`src/rtl/char_buffer_arbiter.sv`:
```
// Char buffer RAM arbiter: video reads keep direct-RAM timing, the clear engine and terminal
// writes share the idle cycles. Optional host reads are enabled with `define HOST_READ_EN.
module char_buffer_arbiter #(
  parameter int ROWS      = 24,
  parameter int COLS      = 80,
  parameter int ADDR_BITS = 11,
  parameter int BUF_SIZE  = ROWS * COLS,
  parameter logic [7:0] FILL_CHAR = 8'h20
) (
  input  logic                 clk,
  input  logic                 reset_n,
  input  logic [ADDR_BITS-1:0] vid_addr,
  output logic [7:0]           vid_data,
  input  logic                 wr_req,
  input  logic [ADDR_BITS-1:0] wr_addr,
  input  logic [7:0]           wr_data,
`ifdef HOST_READ_EN
  input  logic                 wr_we,
  output logic [7:0]           host_rdata,
  output logic                 host_rvalid,
`endif
  output logic                 wr_ack,
  input  logic                 clr_start,
  input  logic [ADDR_BITS-1:0] clr_base,
  input  logic [ADDR_BITS-1:0] clr_count,
  output logic                 clr_busy,
  output logic                 clr_done,
  output logic [ADDR_BITS-1:0] ram_addr,
  output logic                 ram_we,
  output logic [7:0]           ram_wdata,
  input  logic [7:0]           ram_rdata
);

  typedef enum logic {S_IDLE, S_CLEAR} state_e;

  localparam logic [ADDR_BITS-1:0] BSZ  = ADDR_BITS'(BUF_SIZE);
  localparam logic [ADDR_BITS-1:0] BLST = ADDR_BITS'(BUF_SIZE - 1);

  state_e                 state_q, state_d;
  logic [ADDR_BITS-1:0]   vid_last_q, vid_last_d;
  logic                   vid_valid_q, vid_valid_d;
  logic                   vid_slot_q, vid_slot_d;
  logic [7:0]             vid_hold_q, vid_hold_d;
  logic [ADDR_BITS-1:0]   cur_q, cur_d;
  logic [ADDR_BITS-1:0]   left_q, left_d;
  logic                   clr_done_q, clr_done_d;
  logic                   rd_pend_q, rd_pend_d;
  logic                   vid_take;
  logic                   wr_is_write;
  logic [ADDR_BITS-1:0]   base_norm;

`ifdef HOST_READ_EN
  assign wr_is_write = wr_we;
  assign host_rvalid = rd_pend_q;
  assign host_rdata  = rd_pend_q ? ram_rdata : 8'h00;
`else
  assign wr_is_write = 1'b1;
`endif

  assign vid_take  = !vid_valid_q || (vid_addr != vid_last_q);
  assign base_norm = (clr_base >= BSZ) ? clr_base - BSZ : clr_base;
  assign clr_busy  = (state_q == S_CLEAR);
  assign clr_done  = clr_done_q;
  assign vid_data  = vid_slot_q ? ram_rdata : vid_hold_q;

  always_comb begin
    state_d     = state_q;
    vid_last_d  = vid_last_q;
    vid_valid_d = vid_valid_q;
    vid_slot_d  = vid_take;
    vid_hold_d  = vid_slot_q ? ram_rdata : vid_hold_q;
    cur_d       = cur_q;
    left_d      = left_q;
    clr_done_d  = 1'b0;
    rd_pend_d   = 1'b0;
    ram_addr    = vid_last_q;
    ram_we      = 1'b0;
    ram_wdata   = 8'h00;
    wr_ack      = 1'b0;

    if (vid_take) begin
      ram_addr    = vid_addr;
      vid_last_d  = vid_addr;
      vid_valid_d = 1'b1;
    end else if (state_q == S_CLEAR) begin
      ram_addr  = cur_q;
      ram_we    = 1'b1;
      ram_wdata = FILL_CHAR;
      cur_d     = (cur_q == BLST) ? '0 : cur_q + 1'b1;
      left_d    = left_q - 1'b1;
      if (left_q == ADDR_BITS'(1)) begin
        state_d    = S_IDLE;
        clr_done_d = 1'b1;
      end
    end else if (wr_req) begin
      ram_addr  = wr_addr;
      ram_we    = wr_is_write;
      ram_wdata = wr_data;
      wr_ack    = 1'b1;
      rd_pend_d = !wr_is_write;
    end

    // a write under the video address forces a re-read next cycle
    if (ram_we && (ram_addr == vid_last_q))
      vid_valid_d = 1'b0;

    if ((state_q == S_IDLE) && clr_start) begin
      if (clr_count != '0) begin
        state_d = S_CLEAR;
        cur_d   = base_norm;
        left_d  = clr_count;
      end else begin
        clr_done_d = 1'b1;
      end
    end
  end

  always_ff @(posedge clk or negedge reset_n) begin
    if (!reset_n) begin
      state_q     <= S_IDLE;
      vid_last_q  <= '0;
      vid_valid_q <= 1'b0;
      vid_slot_q  <= 1'b0;
      vid_hold_q  <= 8'h00;
      cur_q       <= '0;
      left_q      <= '0;
      clr_done_q  <= 1'b0;
      rd_pend_q   <= 1'b0;
    end else begin
      state_q     <= state_d;
      vid_last_q  <= vid_last_d;
      vid_valid_q <= vid_valid_d;
      vid_slot_q  <= vid_slot_d;
      vid_hold_q  <= vid_hold_d;
      cur_q       <= cur_d;
      left_q      <= left_d;
      clr_done_q  <= clr_done_d;
      rd_pend_q   <= rd_pend_d;
    end
  end

endmodule

```
`config.mk`:
```
export PLATFORM = sky130hd
export DESIGN_NAME = char_buffer_arbiter
export DESIGN_NICKNAME = d
export VERILOG_FILES = /design/src/rtl/char_buffer_arbiter.sv
export SDC_FILE = /design/constraint.sdc
export NUM_CORES = 1
export LEC_CHECK = 0
export ABC_CLOCK_PERIOD_IN_PS = 2500
export CAP_MARGIN = 20
export CORE_AREA = 4 4 116 118
export DETAILED_ROUTE_END_ITERATION = 16
export DIE_AREA = 0 0 120 122
export SLEW_MARGIN = 20
export SYNTH_ARGS = -nofsm -noshare
export SYNTH_HDL_FRONTEND = slang
export SYNTH_SLANG_ARGS = --single-unit
```
`constraint.sdc`:
```
create_clock -name clk -period 2.5 [get_ports clk]
set_input_delay 0.25 -clock clk [delete_from_list [all_inputs] [get_ports clk]]
set_output_delay 0.25 -clock clk [all_outputs]
set_load 0.02 [all_outputs]
```
==> load_flow_metrics.sql <==
INSERT INTO impl_metrics (metric_group, metric, value, unit) VALUES
('run_status', 'status', 'finished clean', ''),
('pwr', 'static-leakage-power', '2.007', 'nW'),
('final_layout', 'multiInputGateArea', '1752', 'sq um'),
('final_layout', 'final_cell_mix', 'clkdlybuf4s50_1, buf_4, nand2_1', ''),
('synth', 'synthesis.nets', '424', ''),
('global_routing', 'antenna_found_initial', '0', ''),
('pwr', 'power.switching_fraction', '33.41', '%'),
('sta', 'min_period_over_period', '96.73', '%'),
('synth', 'synthCells', '356', ''),
('sta', 'final.setup_skew', '5.328', 'ps'),
('synth', 'syn_area', '3029', 'sq um'),
('synth', 'netlist_top_cells_area', 'dfrtp_1, nand2_1, o21ai_0', ''),
('cts', 'clockBufferDepth', '2', ''),
('sta', 'drv_slew', '0', ''),
('global_routing', 'globalRoute.totalOverflow', '0', ''),
('die', 'die_outline_area', '14640', 'sq um'),
('detailed_routing', 'ant_nets', '0', ''),
('cts', 'cts_root_buffer', 'clkbuf_16', ''),
('final_layout', 'fill_cells', '1295', ''),
('detailed_routing', 'dr.first_iter.drc_count', '183', ''),
('pwr', 'power.internal', '1.764', 'mW'),
('setup_path', 'setup.reg_to_reg.worst_slack', '110', 'ps'),
('placement', 'place.port_buffers', '94', ''),
('min_path', 'timing.hold.worst.class', 'input pin to async pin', ''),
('synth', 'synth_top_cell_area_share', '37.17', '%'),
('flow_run', 'maxCapViolations', '0', ''),
('detailed_routing', 'routed_wire_length_per_instance', '14.80', 'um'),
('setup_path', 'worstSetupPathType', 'flip-flop to output pin', ''),
('die', 'floorplan.core_area', '12470', 'sq um'),
('setup_path', 'worst_setup_path_end_kind', 'output pin', ''),
('cts', 'cts_hold_repair.buffers', '0', ''),
('setup_path', 'critical_path.reg2reg.endpoint', 'vid_valid_q', ''),
('sta', 'timing.final.crit_period', '2418', 'ps'),
('final_layout', 'drive_gt1_share', '23.73', '%'),
('cts', 'cts_tree', 'yes', ''),
('synth', 'count_of_flip_flops_with_a_built_in_enable_after_synthesis', '0', ''),
('synth', 'synth_sequential_area_ratio', '37.17', '%'),
('sta', 'setup_viol_count_final', '0', ''),
('final_layout', 'layout_commonest_cell', 'clkdlybuf4s50_1', ''),
('sta', 'fmax', '413.5', 'MHz'),
('cts', 'cts-buffers-inserted', '5', ''),
('sta', 'timing.max_slew.rel_slack', '59.51', '%'),
('synth', 'synth_cell_type_count', '53', ''),
('detailed_routing', 'total_length_of_routed_wires', '9.840', 'mm'),
('pwr', 'totalPowerFinal', '2.649', 'mW'),
('global_routing', 'global_route.usage.total', '13.65', '%'),
('setup_path', 'worstPathArrival', '2170', 'ps'),
('pwr', 'power.share.combinational', '30.8', '%'),
('global_routing', 'grt_pass1_vias', '3164', ''),
('placement', 'dp_hpwl', '7.643', 'mm'),
('final_layout', 'antennaDiodeCount', '0', ''),
('setup_path', 'cp_max_fo', '8', ''),
('detailed_routing', 'first_pass_iters', '4', ''),
('final_layout', 'fin_nets', '560', ''),
('synth', 'synthDominantAreaCellType', 'dfrtp_1', ''),
('setup_path', 'cp_required', '2250', 'ps'),
('pwr', 'clkPwrFrac', '29.7', '%'),
('pwr', 'pwr-share-seq', '39.4', '%'),
('global_routing', 'grt_pass1_wl', '16.08', 'mm'),
('die', 'dieWidth', '120', 'um'),
('detailed_routing', 'drt_drc_violations_left', '0', ''),
('final_layout', 'syn2layout_area_growth', '54.73', '%'),
('die', 'row_count', '41', ''),
('pwr', 'peakVddDrop', '0.2372', 'mV'),
('die', 'dieHeight', '122', 'um'),
('placement', 'finalWeightedCongestion', '0.8313', ''),
('sta', 'timing.setup.tns', '0', 'ps'),
('die', 'initial_core_util', '24.30', '%'),
('final_layout', 'seqCellArea', '1126', 'sq um'),
('pwr', 'power.net_switching', '0.8848', 'mW'),
('sta', 'rsz0062_at_grt', 'no', '');
[metrics by stage]
stage	cell area (sq um)	setup slack (ps)	hold WS [ps]	instances	utilization (%)
after floorplan	3029	107.6	-45.59	356	-
after global routing	4687	0.3697	97.80	665	37.60
final	4687	81.82	41.81	665	37.60
after detailed placement	4532	-417.1	393.2	653	36.35
after CTS	4692	-0.3535	75.77	662	37.64
after global placement	4532	-434.0	388.4	653	36.35
[cells by family after synthesis]
group                    synth area share [%]
AND/OR/NAND/NOR                         21.60
AO/OA/AOI/OAI                           16.40
buffers and inverters                   6.154
flip-flops                              37.17
XOR/XNOR                                8.674
multiplexers                            8.344
adder cells (fa/ha/maj)                 1.652
[layout make-up]
cell class / instances / share of cell area (%)
clock buffers: 5 / 2.670
multi-input cells: 265 / 37.37
flip-flops and latches: 45 / 24.03
well taps: 172 / 4.592
inverters: 18 / 1.495
clock inverters: 3 / 1.041
repair buffers: 157 / 28.80
[synth_stat cells (2+ instances only)]
cell type   n
dfrtp_1    45
a2111oi_0   2
ha_1        4
nor2_1     19
nand3_1     7
and3_1      2
o21a_1      3
o311ai_0    2
o2111ai_1   2
o22ai_1     2
xor2_1     17
nand2b_1    5
nor3_1     10
nor2b_1     4
o211ai_1    2
inv_1      17
clkbuf_1   23
nand2_1    48
buf_2       3
a31oi_1     3
a21oi_1    18
or3_1       2
nand4_1     3
mux2_2     10
nor4_1      9
nand3b_1    3
xnor2_1    13
mux2i_1    14
and2_1      8
o21ai_0    32
nor4b_1     2
[how the worst max path moves through the flow]
stage	start	end	slack, ps
after floorplan	vid_last_q[2]	ram_wdata[0]	110
after global placement	vid_addr[8]	ram_addr[9]	-430
after detailed placement	vid_addr[8]	ram_addr[8]	-420
after CTS	vid_last_q[2]	ram_addr[7]	-0.4
after global routing	vid_addr[6]	ram_wdata[0]	0.4
final	vid_last_q[6]	ram_addr[8]	80
[flip-flops by register name, indices dropped and copies added, names as in the netlist]
signal,flops
left_q,11
clr_busy,1
cur_q,11
vid_valid_q,1
vid_slot_q,1
clr_done,1
vid_hold_q,8
vid_last_q,11
[critical path, stage by stage, from the launching register on]
cell      delay, ps
dfrtp_1         390
xor2_1          200
nor4bb_2        290
buf_4           160
and3_4          210
buf_8           140
mux2_2          330
buf_2           160
[per-layer routing]
layer / wire (um) / vias up / track usage, %
li1: - / 1510 / -
met1: 4499 / 1405 / 17.86
met2: 4520 / 97 / 22.48
met3: 728 / 7 / 4.085
met4: 92 / 0 / 2.720
met5: 0 / - / 0
[power groups by stage]
stage,logic (mW),registers [mW],clock network [mW]
floorplan,0.471,1.01,0
global placement,0.801,1.05,0
detailed placement,0.812,1.06,0
CTS,0.822,1.04,0.807
global route,0.922,1.07,0.833
finish,0.817,1.04,0.788
[timing repair]
action | 4_1_cts | 5_1_grt
setup endpoints to repair | 22 | 21
pin swaps | 2 | 4
gates resized for setup | 79 | 14
setup buffers | 1 | 3
Power figures use the tool's default switching activity.
